$ cat src/rtl/clk_div_pkg.sv
// Shared defaults and per-channel state type for the multi-channel clock divider.
package clk_div_pkg;

    localparam int CNT_W_DEFAULT       = 8;
    localparam int LOCK_CYCLES_DEFAULT = 16;

    typedef enum logic {
        CH_IDLE = 1'b0,
        CH_RUN  = 1'b1
    } ch_state_e;

    // Width of a counter that must reach cycles-1; never narrower than one bit.
    function automatic int lock_cnt_width(input int cycles);
        return (cycles > 1) ? $clog2(cycles) : 1;
    endfunction

endpackage

$ cat src/rtl/clk_div_ch.sv
// One divided-clock channel: 50% duty output with a pulse on the first high cycle.
// The divide value is only sampled at start-up and at each period boundary.
module clk_div_ch
    import clk_div_pkg::*;
#(
    parameter int CNT_W = CNT_W_DEFAULT
) (
    input  logic             clk,
    input  logic             rst_n,
    input  logic             run_ok,
    input  logic             align,
    input  logic             en,
    input  logic [CNT_W-1:0] div,
    output logic             clk_div,
    output logic             clk_en
);

    ch_state_e        state;
    logic [CNT_W-1:0] active;
    logic [CNT_W-1:0] cnt;
    logic             phase;
    logic             start_ok;
    logic             wrap;

    // A zero divide value behaves exactly like a disabled channel.
    assign start_ok = en && (div != '0);
    assign wrap     = (cnt == active - CNT_W'(1));
    assign clk_div  = phase;

    // NOTE: every register here uses <= so all of them see the pre-edge values of
    // cnt/phase/state; a blocking assignment would let later lines see updated state.
    always_ff @(posedge clk or negedge rst_n) begin
        if (!rst_n) begin
            state  <= CH_IDLE;
            active <= '0;
            cnt    <= '0;
            phase  <= 1'b0;
            clk_en <= 1'b0;
        end else if (!run_ok) begin
            state  <= CH_IDLE;
            active <= '0;
            cnt    <= '0;
            phase  <= 1'b0;
            clk_en <= 1'b0;
        end else begin
            clk_en <= 1'b0;
            if (align && state == CH_RUN) begin
                // Phase restart wins over any wrap landing on the same edge.
                cnt   <= '0;
                phase <= 1'b0;
                if (start_ok) begin
                    active <= div;
                end else begin
                    state <= CH_IDLE;
                end
            end else begin
                case (state)
                    CH_IDLE: begin
                        if (start_ok) begin
                            state  <= CH_RUN;
                            active <= div;
                        end
                    end
                    CH_RUN: begin
                        if (wrap) begin
                            cnt   <= '0;
                            phase <= !phase;
                            if (phase) begin
                                // Period boundary: the only place a new divide value lands.
                                if (start_ok) begin
                                    active <= div;
                                end else begin
                                    state <= CH_IDLE;
                                end
                            end else begin
                                clk_en <= 1'b1;
                            end
                        end else begin
                            cnt <= cnt + CNT_W'(1);
                        end
                    end
                    default: state <= CH_IDLE;
                endcase
            end
        end
    end

endmodule

$ cat src/rtl/clk_div_multi.sv
// Multi-channel clock divider with a lock counter standing in for MMCM LOCKED.
// Define CLKDIV_ALIGN_EN to let alignReq_i restart all running channels in phase.
module clk_div_multi
    import clk_div_pkg::*;
#(
    parameter int NUM_CH      = 2,
    parameter int CNT_W       = CNT_W_DEFAULT,
    parameter int LOCK_CYCLES = LOCK_CYCLES_DEFAULT
) (
    input  logic                    sysClk_i,
    input  logic                    RESETn_i,
    input  logic [NUM_CH*CNT_W-1:0] div_i,
    input  logic [NUM_CH-1:0]       chEn_i,
    input  logic                    alignReq_i,
    output logic [NUM_CH-1:0]       clkDiv_o,
    output logic [NUM_CH-1:0]       clkEn_o,
    output logic                    locked_o
);

    localparam int LOCK_W = lock_cnt_width(LOCK_CYCLES);

    logic [LOCK_W-1:0] lock_cnt;
    logic              lock_hit;
    logic              run_ok;
    logic              align;

    assign lock_hit = !locked_o && (lock_cnt == LOCK_W'(LOCK_CYCLES - 1));
    // Channels start on the same edge that raises locked_o.
    assign run_ok   = locked_o || lock_hit;

    always_ff @(posedge sysClk_i or negedge RESETn_i) begin
        if (!RESETn_i) begin
            lock_cnt <= '0;
            locked_o <= 1'b0;
        end else if (!locked_o) begin
            lock_cnt <= lock_cnt + LOCK_W'(1);
            if (lock_hit) begin
                locked_o <= 1'b1;
            end
        end
    end

`ifdef CLKDIV_ALIGN_EN
    assign align = alignReq_i && locked_o;
`else
    logic unused_align_req;
    assign unused_align_req = alignReq_i;
    assign align            = 1'b0;
`endif

    for (genvar n = 0; n < NUM_CH; n++) begin : g_ch
        clk_div_ch #(
            .CNT_W (CNT_W)
        ) u_ch (
            .clk     (sysClk_i),
            .rst_n   (RESETn_i),
            .run_ok  (run_ok),
            .align   (align),
            .en      (chEn_i[n]),
            .div     (div_i[n*CNT_W +: CNT_W]),
            .clk_div (clkDiv_o[n]),
            .clk_en  (clkEn_o[n])
        );
    end

endmodule

$ cat config.mk
export PLATFORM = sky130hd
export DESIGN_NAME = clk_div_multi
export DESIGN_NICKNAME = d
export VERILOG_FILES = /design/src/rtl/clk_div_pkg.sv /design/src/rtl/clk_div_ch.sv /design/src/rtl/clk_div_multi.sv
export SDC_FILE = /design/constraint.sdc
export NUM_CORES = 1
export LEC_CHECK = 0
export ABC_AREA = 1
export BUFFER_PORTS_ARGS = -buffer_cell sky130_fd_sc_hd__buf_2
export CORE_UTILIZATION = 56
export DETAILED_ROUTE_END_ITERATION = 12
export PLACE_DENSITY_LB_ADDON = 0.15
export SYNTH_ARGS = -nofsm -noshare
export SYNTH_HDL_FRONTEND = slang
export SYNTH_SLANG_ARGS = --single-unit
$ cat constraint.sdc
create_clock -name sysClk_i -period 4.6 [get_ports sysClk_i]
set_clock_uncertainty 0.15 [all_clocks]
set_input_delay 0.92 -clock sysClk_i [delete_from_list [all_inputs] [get_ports sysClk_i]]
set_output_delay 0.92 -clock sysClk_i [all_outputs]
set_load 0.005 [all_outputs]
# Yosys cells after proc, flatten, opt, wreduce, memory -nomap -nowiden
# Index checks and enable logic that the tools add are counted.
[classes]
n_addsub = 5
n_mul = 0
div = 0
order_cmp = 0
n_eq_ne = 11
shift = 0
mux = 42
bitwise_logic = 2
n_reduce_logical = 13
[ops]
columns = ["operator", "count"]
rows = [
  ["$mux 8", 14],
  ["$pmux 8 s2", 2],
  ["$mux 1", 24],
  ["$add 8x1->8 const B", 2],
  ["$eq 8x8->1", 2],
  ["$reduce_bool 8->1", 2],
  ["$sub 8x1->8 const B", 2],
  ["$ne 3x3->1 const B", 4],
  ["$reduce_and 2->1", 4],
  ["$add 4x1->4 const B", 1],
  ["$eq 4x4->1 const B", 1],
  ["$ne 2x1->1 const B", 2],
  ["$ne 2x2->1 const B", 2],
  ["$pmux 1 s2", 2],
  ["$logic_and 1x1->1", 3],
  ["$logic_not 1->1", 3],
  ["$not 1->1", 2],
  ["$logic_or 1x1->1", 1],
]
[word_totals]
reg_bits = 43
latchBits = 0
ramBits = 0
romBits = 0
in_bits = 21
output_inout_bits = 5
wordCells = 85
n_memories = 0

# Logic depth before layout (Yosys ltp)
# Gate-level depths: netlist of the first run.
[depth]
ltp_word = 7
depth_mapped = 14

# By module
# Synthesis of the first run repeated with hierarchy kept, for this count alone.
[hier_totals]
cells_unflattened = 388
area_unflattened_um2 = 2755.1
[by_module_without_submodules]
columns = ["module", "instances", "cells_per_inst", "area_each_um2"]
rows = [
  ["clk_div_ch", 2, 180, 1261.2],
  ["clk_div_multi", 1, 28, 232.7],
]

# Worst setup path before layout of the first run
# OpenSTA, ideal clock, no wires.
[synth_path]
path_type = "input -> register"
from = "in div_i[12]"
to = "reg g_ch[1].u_ch.active[2]"
arrival_time_ns = 1.709
slack_ns = 2.624
cell_stages = 7
n_path_buf = 0
cell_sequence = "inv_1 nand4_1 o21ai_0 a21oi_2 nand2_2 nand2_1 nand2_1"
[synth_via]
elab_chain_cells = 7
[synth_lines]
columns = ["item", "line", "source"]
rows = [
  ["start: declaration", "clk_div_multi.sv:12", "input logic [NUM_CH*CNT_W-1:0] div_i,"],
  ["$reduce_bool 8->1 (*)", "clk_div_ch.sv:26", "assign start_ok = en && (div != '0);"],
  ["$logic_and 1x1->1 (*)", "clk_div_ch.sv:26", ""],
  ["$mux 8 (*)", "n/a", ""],
  ["$mux 8 (2 in series)", "n/a", ""],
  ["$pmux 8 s2 (*)", "n/a", ""],
  ["$mux 8 (*)", "n/a", ""],
  ["end signal: assignment", "clk_div_ch.sv:52", "active <= div;"],
  ["end signal: assignment", "clk_div_ch.sv:61", "active <= div;"],
  ["end signal: assignment", "clk_div_ch.sv:71", "active <= div;"],
  ["end: declaration", "clk_div_ch.sv:19", "logic [CNT_W-1:0] active;"],
]
# Every way passes the cells marked *; elsewhere a longest branch is shown, timed or not. The select of a mux whose other input is x is not followed.
# A chain may end at the register's enable or synchronous reset.

# Final worst setup path of the first run
[layout_path]
from = "reg g_ch[1].u_ch.active[0]"
to = "reg g_ch[1].u_ch.active[3]"
[layout_via]
elab_chain_cells = 4
[layout_lines]
columns = ["item", "line", "source"]
rows = [
  ["$sub 8x1->8", "clk_div_ch.sv:27", "assign wrap = (cnt == active - CNT_W'(1));"],
  ["$eq 8x8->1", "clk_div_ch.sv:27", ""],
  ["$ne 3x3->1 (no line)", "n/a", ""],
  ["$reduce_and 2->1 (no line)", "n/a", ""],
]
# Every way passes these cells.

==> impl_metrics.ini, run 1 <==
[cts]
clk_latency_ns = 0.30
cts_root_buffer = clkbuf_8
ctsHoldBuffers = 0
postCtsSetupRepairBufs = 0
cts_sinks = 43
cts_resized = 0
cts.reportedPaths.clkPinSlew_ns = 0.08
h-tree-depth = 2
numCtsBuffers = 5
cts_tree = built
clock_path_buffers = 2

[power]
power.switching_uw = 499.9
leakagePower_nw = 1.653
p_comb_frac = 0.334
p_per_area_nw_per_um2 = 458.9
power_mw = 1.367
intPower_uw = 866.7
p_seq_frac = 0.411
pwr-share-clk = 0.256
switching_share = 0.3658
vdd_drop_max_v = 0.0002023

[worst_setup_path]
cp_num_buf_inv = 3
cp_top_family = simple AND/OR/NAND/NOR gates
crit_path_end_kind = register
worst_path_most_repeated_cell = nand2_1
arrival_ns = 2.38
critical_path_class = reg2reg
cp.required_ns = 4.64
max_stage_delay_ns = 0.44
slowest_stage = dfrtp_1
crit_path_max_fanout = 18
crit_chain = inv_2 -> ha_1 -> nand2_1 -> inv_1 -> nor3_1 -> inv_1 -> nor2_1 -> nand2_2 -> nand3_4 -> nand2_2 -> nand2_1 -> nand2_1
critPathLaunchType = register

[grt]
grt_busiest_layer = met2
grt_pass1_wl_um = 9666
met2_usage = 0.3831
met3_usage = 0.05063
gr-total-overflow = 0
grt_start_max_net_pins = 44
grt_antenna_before_repair = 0
use_met1 = 0.3403
gr-usage-all-layers = 0.2401
grt_pass1_vias = 2183

[logic_synthesis]
yosysSeqAreaShare = 0.3976
ys_ff_latch = 43
synth_top_area_share = 0.3976
syn-num-nets = 393
yosys.area.top_type = dfrtp_1
syn_area_per_cell_um2 = 7.374
yosys_warnings = 0
synthTopCellsByArea = dfrtp_1 (40%), nand2_1 (14%), inv_1 (7.2%)
synth_cell_type_count = 31
synth_area_um2 = 2706
syn_inst = 367

[placement]
dpl.hpwl_um = 4050
dp_cells = 436
place_area_um2 = 2841
io_buffers = 24
place_ws_ns = 2.304
gp_congestion = 0.8547

[flow_run]
cap_violations = 0

[floorplan]
die_h_um = 71.52
start_util = 0.6008
chipWidth_um = 71.52
io_pins = 26
coreArea_um2 = 4504
rows = 24
die_area_um2 = 5115

[finish]
final_cell_area_um2 = 2978
final_cell_mix = nand2_1 (101), inv_1 (52), dfrtp_1 (43)
antennaDiodeCount = 0
area_growth_pct = 10.03
instances_no_fill = 444
utilization = 0.6611
drive_gt1_frac = 0.1327
layout_commonest_cell = nand2_1
final_nets = 417

[routing]
via_count = 2334
via_per_inst = 5.257
antenna_left = 0
drc = 0
first_iter_violations = 132
wl_per_cell_um = 12.18
dr.pass1.iters = 4
drt-total-wl_um = 5408

[sta]
hold_slack_ns = 0.3332
hold_viol = 0
fmax_mhz = 426.6
fin_crit_sh = 0.5096
fin_ws_ns = 2.256
period_needed_ns = 2.344
maxSlewHeadroom = 0.3817
rsz0062_at_grt = no
worst_pin_slew_ns = 0.9275
finalSetupViolCount = 0
drv_slew = 0
fin_tns_setup_ns = 0

[hold_path]
holdCritPathClass = reg2reg

[status]
outcome = finished clean
## power by group through the flow
stage	sequential [mW]	clock [mW]	combinational, mW
after floorplan	0.538	0	0.375
after global placement	0.561	0	0.432
after detailed placement	0.565	0	0.451
after CTS	0.559	0.355	0.454
after global routing	0.575	0.368	0.527
final	0.561	0.349	0.456
## cell families (layout without fill, tap and decap cells)
logic type	Yosys count	count (layout)	share of synthesized area
AND/OR/NAND/NOR	212	212	0.3597
XOR/XNOR	24	24	0.07767
adder cells (fa/ha/maj)	5	5	0.02312
flip-flops	43	43	0.3976
AO/OA/AOI/OAI	22	22	0.04854
buffers and inverters	61	86	0.09339
## state kept, by name, indices dropped and copies added (netlist names)
| register | count |
|---|---|
| g_ch.u_ch.cnt | 16 |
| g_ch.u_ch.active | 16 |
| locked_o | 1 |
| lock_cnt | 4 |
| g_ch.u_ch.clk_en | 2 |
| g_ch.u_ch.clk_div | 2 |
| g_ch.u_ch.state | 2 |
## worst paths after layout
| check | startpoint | to | slack (ns) | depth (start not counted) |
|---|---|---|---|---|
| worst min-delay path | lock_cnt[3] | lock_cnt[3] | 0.33 | 1 |
| min in group asynchronous | RESETn_i | g_ch[1].u_ch.cnt[3] | 0.61 | 1 |
| worst max register to register | g_ch[1].u_ch.active[0] | g_ch[1].u_ch.active[3] | 2.26 | 12 |
| max in group asynchronous | RESETn_i | g_ch[1].u_ch.active[6] | 3.12 | 1 |
| worst min register to register | lock_cnt[3] | lock_cnt[3] | 0.33 | 1 |
| worst max-delay path | g_ch[1].u_ch.active[0] | g_ch[1].u_ch.active[3] | 2.26 | 12 |
## synthesized netlist by cell type
| cell type | n |
|---|---|
| nand2_2 | 4 |
| nand3b_1 | 1 |
| nor3_1 | 8 |
| nor2_4 | 1 |
| xnor2_1 | 10 |
| dfrtp_1 | 43 |
| nand4_1 | 14 |
| and2_1 | 1 |
| buf_4 | 4 |
| nand2_4 | 3 |
| or2_1 | 1 |
| a21oi_2 | 1 |
| buf_2 | 1 |
| or2_2 | 1 |
| o21ai_2 | 1 |
| o22ai_1 | 9 |
| nor2_2 | 4 |
| nand3_1 | 30 |
| a21oi_1 | 1 |
| inv_2 | 2 |
| buf_1 | 1 |
| o21ai_0 | 9 |
| nand3_2 | 1 |
| nand2_1 | 101 |
| o211ai_1 | 1 |
| xor2_1 | 14 |
| buf_6 | 1 |
| inv_1 | 52 |
| nor2_1 | 40 |
| ha_1 | 5 |
| nand3_4 | 2 |
## routing by layer
layer,share of wire,wire length [um],vias up
met5,0,0,-
met4,0.0081,44,0
met3,0.032,175,4
met2,0.45,2442,42
met1,0.51,2745,1083
li1,-,-,1205
## final cells by class
cell class	count	area, um2
timing repair buffer	24	120.1
sequential	43	1076
inverter	54	202.7
tap	52	65.06
clock inverter	3	67.56
multi-input combinational	263	1378
fill	399	1526
clock buffer	5	68.82
Note: power is estimated with default switching activity, not from simulation.
==> run 2: changes to the inputs <==
--- a/config.mk
+++ b/config.mk
@@ -7,7 +7,7 @@
 export LEC_CHECK = 0
 export ABC_AREA = 1
 export BUFFER_PORTS_ARGS = -buffer_cell sky130_fd_sc_hd__buf_2
-export CORE_UTILIZATION = 56
+export CORE_UTILIZATION = 53
 export DETAILED_ROUTE_END_ITERATION = 12
 export PLACE_DENSITY_LB_ADDON = 0.15
 export SYNTH_ARGS = -nofsm -noshare
==> constraint.sdc (replaced) <==
create_clock -name sysClk_i -period 2 [get_ports sysClk_i]
set_clock_uncertainty 0.15 [all_clocks]
set_input_delay 0.4 -clock sysClk_i [delete_from_list [all_inputs] [get_ports sysClk_i]]
set_output_delay 0.4 -clock sysClk_i [all_outputs]
set_load 0.005 [all_outputs]
==> run 2 against run 1 <==
  * Maximum frequency rose by 21%
  * Critical path depth grew 2
  * Wire length fell by 1.6%
  * Highest routed layer unchanged
  * Global-route usage down 2.0 points
==> impl_metrics.ini, run 2 (synthesized netlist as in run 1, its figures left out) <==
[status]
outcome = finished clean

[finish]
fill_cells = 430
layout_commonest_cell = nand2_1
area_growth_pct = 18.26
drive_gt1_frac = 0.2034
final_nets = 433
reg_top3 = g_ch.u_ch.active (16), g_ch.u_ch.cnt (16), lock_cnt (4)
final_cell_area_um2 = 3201
antennaDiodeCount = 0
final_cell_mix = nand2_1 (97), inv_1 (49), dfrtp_1 (43)

[sta]
fmax_mhz = 515.1
fin_ws_ns = 0.05877
period_needed_ns = 1.941
maxSlewHeadroom = 0.6495
rsz0062_at_grt = yes
drv_slew = 0
finalSetupViolCount = 0
fin_tns_setup_ns = 0
fin_crit_sh = 0.9706
worst_pin_slew_ns = 0.5257
hold_viol = 0

[cts]
cts_sinks = 43
cts.reportedPaths.clkPinSlew_ns = 0.08
clk_latency_ns = 0.30
clock_path_buffers = 2
cts_tree = built
h-tree-depth = 2
numCtsBuffers = 5
cts_root_buffer = clkbuf_8

[floorplan]
die_area_um2 = 5396
coreArea_um2 = 4817
io_pins = 26
start_util = 0.5618
die_h_um = 73.46
chipWidth_um = 73.46
rows = 25

[routing]
antenna_left = 0
dr.pass1.iters = 4
drc = 0
drt-total-wl_um = 5320
top_layer = met4
wl_per_cell_um = 11.20
met1_length_um = 2763
wl_met3_um = 208
first_iter_violations = 115
via_count = 2381
via_per_inst = 5.013
route.met2.wl_um = 2279

[worst_setup_path]
r2r_setup_slack_ns = 0.06
critPathLaunchType = register
r2r-end = g_ch[0].u_ch.active[5]
critical_path_class = reg2reg
crit_end = g_ch[0].u_ch.active[5]
crit_path_max_fanout = 8
startpoint = g_ch[0].u_ch.active[0]
rr_startpoint = g_ch[0].u_ch.active[0]
crit_path_end_kind = register
arrival_ns = 1.99
cp.required_ns = 2.04
ff2ff_path_depth = 14

[power]
vdd_drop_max_v = 0.0003592
power_mw = 3.073
leakagePower_nw = 1.736
p_per_area_nw_per_um2 = 960.2

[grt]
grt_start_max_net_pins = 27
gr-total-overflow = 0
grt_antenna_before_repair = 0
gr-usage-all-layers = 0.2197
grt_pass1_wl_um = 9045
grt_pass1_vias = 2051

[hold_path]
min_from = div_i[3]
holdCritPathClass = in2reg

[placement]
place_area_um2 = 2990
dpl.hpwl_um = 4126
gp_congestion = 0.8657
io_buffers = 24
place_ws_ns = 0.01074

[flow_run]
cap_violations = 0
==> run 2: metrics by stage <==
step | utilization | instances | hold WS (ns)
global placement | 0.6208 | 465 | 0.2194
detailed placement | 0.6208 | 465 | 0.2208
finish | 0.6644 | 475 | 0.2058
CTS | 0.6442 | 474 | 0.2020
floorplan | - | 367 | -0.04559
global route | 0.6644 | 475 | 0.2070
==> run 2: report_power, final <==
part           internal, mW  total (mW)  switching (mW)
clock network         0.315       0.611           0.295
registers              1.05        1.29           0.238
logic                 0.525        1.17           0.645
==> run 2: worst max-delay path, cell delays in order, from the launching register on <==
cell	delay [ns]
dfrtp_1	0.39
inv_2	0.08
ha_4	0.20
nand2_1	0.05
inv_1	0.03
nor2_1	0.07
nand2_1	0.06
nor2_1	0.10
nand3_1	0.09
nor2_2	0.16
nand2_2	0.11
nand3_4	0.12
nand2_8	0.08
nand2_1	0.09
nand2_1	0.04
==> run 2: layout make-up <==
cell class	instances	area, um2	area share
clock buffers	8	100.1	0.03127
inverters	54	202.7	0.06333
multi-input cells	263	1466	0.4582
flip-flops and latches	43	1076	0.3362
well taps	67	83.83	0.02619
repair buffers	40	271.5	0.08483
==> run 2: routing by layer <==
metal | up-vias | global-route usage
met5 | - | 0
met4 | 0 | 0.07051
met3 | 7 | 0.04938
met2 | 54 | 0.3272
met1 | 1078 | 0.3157
li1 | 1242 | -
==> run 2: timing repair <==
item,4_1_cts,5_1_grt
hold buffers,1,0
gates cloned,0,0
pin swaps,0,4
setup endpoints to repair,9,36
hold endpoints to repair,17,0
gates resized for setup,1,22
setup buffers,0,1
==> run 2: worst min-delay path by stage <==
stage                     cells after the start  slack, ns                endpoint
final                                         3       0.21  g_ch[0].u_ch.active[3]
after global routing                          3       0.21  g_ch[0].u_ch.active[5]
after CTS                                     3       0.20  g_ch[0].u_ch.active[3]
after detailed placement                      1       0.22     g_ch[1].u_ch.cnt[0]
after global placement                        1       0.22     g_ch[1].u_ch.cnt[0]
after floorplan                               0      -0.05  g_ch[0].u_ch.active[0]
==> run 3: changes to the inputs <==
--- a/config.mk
+++ b/config.mk
@@ -5,11 +5,11 @@
 export SDC_FILE = /design/constraint.sdc
 export NUM_CORES = 1
 export LEC_CHECK = 0
-export ABC_AREA = 1
 export BUFFER_PORTS_ARGS = -buffer_cell sky130_fd_sc_hd__buf_2
-export CORE_UTILIZATION = 53
+export CORE_UTILIZATION = 54
 export DETAILED_ROUTE_END_ITERATION = 12
 export PLACE_DENSITY_LB_ADDON = 0.15
+export REMOVE_ABC_BUFFERS = 1
 export SYNTH_ARGS = -nofsm -noshare
 export SYNTH_HDL_FRONTEND = slang
 export SYNTH_SLANG_ARGS = --single-unit
==> run 3 against run 2 <==
  * The flow now finishes with violations (setup timing)
  * Total power increased by 17%
  * Global-route usage increased by 6.7 points
  * Sequential share of layout area decreased by 5.5 points
  * Clock power decreased by 19%
  * First-iteration DRC count increased by 55%
  * Highest routed layer unchanged
  * Cell count decreased by 4.6%
  * Non-clock buffer count increased by 65
  * Sequential power about the same
  * Area after synthesis increased by 2.2%
  * Critical endpoint is now g_ch[0].u_ch.active[0]
  * Worst hold slack improved by 0.00066 ns
  * Die area increased by 0.31%
  * Register-to-register slack got worse by 0.68 ns
==> impl_metrics.ini, run 3 <==
[status]
outcome = complete, but fails checks
violations = setup timing

[floorplan]
coreArea_um2 = 4817
chipWidth_um = 73.58
die_area_um2 = 5413
rows = 25
io_pins = 26
start_util = 0.5743
die_h_um = 73.58

[finish]
final_nets = 413
multi_input_area_um2 = 1759
final_cell_mix = buf_4 (72), dfrtp_1 (43), nand3_1 (28)
layout_commonest_cell = buf_4
fill_cells = 332
area_growth_pct = 38.49
instances_no_fill = 453
drive_gt1_frac = 0.3938
final_cell_area_um2 = 3831
ff_latch_area_um2 = 1076
reg_top3 = g_ch.u_ch.active (16), g_ch.u_ch.cnt (16), lock_cnt (4)
antennaDiodeCount = 0

[logic_synthesis]
yosysSeqAreaShare = 0.3890
synth_top_area_share = 0.3890
synth_top_flop_cell = dfrtp_1
yosys_warnings = 0
synth_cell_type_count = 60
synth-edff-count = 0
synth_area_um2 = 2766
synthTopCellsByArea = dfrtp_1 (39%), nand3_1 (5.2%), xnor2_1 (4.7%)
synth_common_cells = dfrtp_1 (43), nand3_1 (29), nor2_1 (17), a31oi_1 (16), xnor2_1 (15)
yosysMostFrequentCell = dfrtp_1
synthArstFlopShare = 1.000
syn_inst = 296
syn_area_per_cell_um2 = 9.346
ys_ff_latch = 43
yosys.area.top_type = dfrtp_1

[sta]
worst_pin_slew_ns = 0.6178
fmax_mhz = 381.3
finalSetupViolCount = 38
maxSlewHeadroom = 0.5881
fin_ws_ns = -0.6228
hold_viol = 0
rsz0062_at_grt = yes
period_needed_ns = 2.623
fin_crit_sh = 1.311
drv_slew = 0
hold_slack_ns = 0.2064

[routing]
dr.pass1.iters = 5
via_per_inst = 6.020
drt-total-wl_um = 7427
antenna_left = 0
first_iter_violations = 178
drc = 0
wl_per_cell_um = 16.40
via_count = 2727

[worst_setup_path]
crit_end = g_ch[0].u_ch.active[0]
critical_path_class = reg2reg
arrival_ns = 2.69
crit_path_max_fanout = 8
ff2ff_path_depth = 8
r2r-end = g_ch[0].u_ch.active[0]
startpoint = g_ch[0].u_ch.active[1]
crit_path_end_kind = register
rr_startpoint = g_ch[0].u_ch.active[1]
critPathLaunchType = register
r2r_setup_slack_ns = -0.62
cp.required_ns = 2.07

[placement]
dpl.hpwl_um = 4989
io_buffers = 24
place_area_um2 = 3430
gp_congestion = 0.7964
dp_cells = 440

[grt]
gr-total-overflow = 0
gr-usage-all-layers = 0.2864
grt_antenna_before_repair = 0
grt_start_max_net_pins = 30
grt_pass1_wl_um = 11780
grt_pass1_vias = 2460

[power]
power_mw = 3.607
vdd_drop_max_v = 0.0006959
leakagePower_nw = 1.677
p_per_area_nw_per_um2 = 941.6

[cts]
cts_sinks = 43
h-tree-depth = 2
cts.reportedPaths.clkPinSlew_ns = 0.07
clock_path_buffers = 2
numCtsBuffers = 5
clk_latency_ns = 0.28
cts_root_buffer = clkbuf_8
cts_tree = built

[hold_path]
hold_path_depth = 2
holdCritPathClass = in2reg

[flow_run]
cap_violations = 0
==> run 3: worst min path at each step <==
stage	to	from	slack, ns
6_report	g_ch[1].u_ch.active[4]	div_i[12]	0.21
5_1_grt	g_ch[1].u_ch.active[4]	div_i[12]	0.22
4_1_cts	g_ch[1].u_ch.active[4]	div_i[12]	0.20
3_5_place_dp	g_ch[1].u_ch.active[2]	RESETn_i	0.30
3_3_place_gp	g_ch[1].u_ch.active[2]	RESETn_i	0.31
2_1_floorplan	g_ch[0].u_ch.active[0]	RESETn_i	-0.05
==> run 3: final cells by class <==
type                       count  area share
multi-input combinational    221      0.4592
sequential                    43      0.2809
timing repair buffer         105      0.2084
tap                           67     0.02188
clock buffer                   6     0.01894
inverter                      11     0.01078
==> run 3: power breakdown <==
| part | leakage (nW) | total (mW) | switching, mW | internal [mW] |
|---|---|---|---|---|
| Clock | 0.0371 | 0.492 | 0.259 | 0.233 |
| Combinational | 1.14 | 1.83 | 0.832 | 0.995 |
| Sequential | 0.503 | 1.29 | 0.211 | 1.08 |
| Total | 1.68 | 3.61 | 1.30 | 2.31 |
==> run 3: per-stage QoR <==
stage | setup TNS (ns) | worst slack (ns) | utilization
6_report | -20.20 | -0.6228 | 0.7953
4_1_cts | -18.43 | -0.6078 | 0.7813
3_3_place_gp | -17.04 | -0.5253 | 0.7119
2_1_floorplan | -29.12 | -1.037 | -
5_1_grt | -23.49 | -0.7005 | 0.7953
3_5_place_dp | -19.71 | -0.6045 | 0.7119
==> run 3: critical path: stages (launching register included) <==
cell	delay [ns]
dfrtp_1	0.38
or4_4	0.54
buf_6	0.14
o21ai_4	0.13
a21oi_4	0.08
nor4_4	0.53
bufbuf_16	0.38
o2111ai_2	0.11
nand3_1	0.12
==> run 3: metal layers <==
metal  vias to the layer above  part of all wire  GRT usage
li1                       1304                 -          -
met1                      1322              0.46     0.4216
met2                        97              0.47     0.4404
met3                         4             0.059    0.04664
met4                         0            0.0055    0.06410
met5                         -                 0          0
==> run 3: kinds of logic (layout without fill, tap and decap cells) <==
logic type / after synthesis / count (layout) / share of synthesized area
AND/OR/NAND/NOR: 120 / 120 / 0.2601
AO/OA/AOI/OAI: 67 / 67 / 0.1800
flip-flops: 43 / 43 / 0.3890
buffers and inverters: 32 / 122 / 0.05427
XOR/XNOR: 25 / 25 / 0.07915
adder cells (fa/ha/maj): 5 / 5 / 0.02261
multiplexers: 4 / 4 / 0.01493
==> run 3: timing repair <==
action	CTS	global route
gates cloned	3	0
resized for setup	36	15
setup buffers	4	2
setup endpoints to repair	38	38
endpoints found under the hold margin	25	0
hold buffers	1	0
pin swaps	40	8
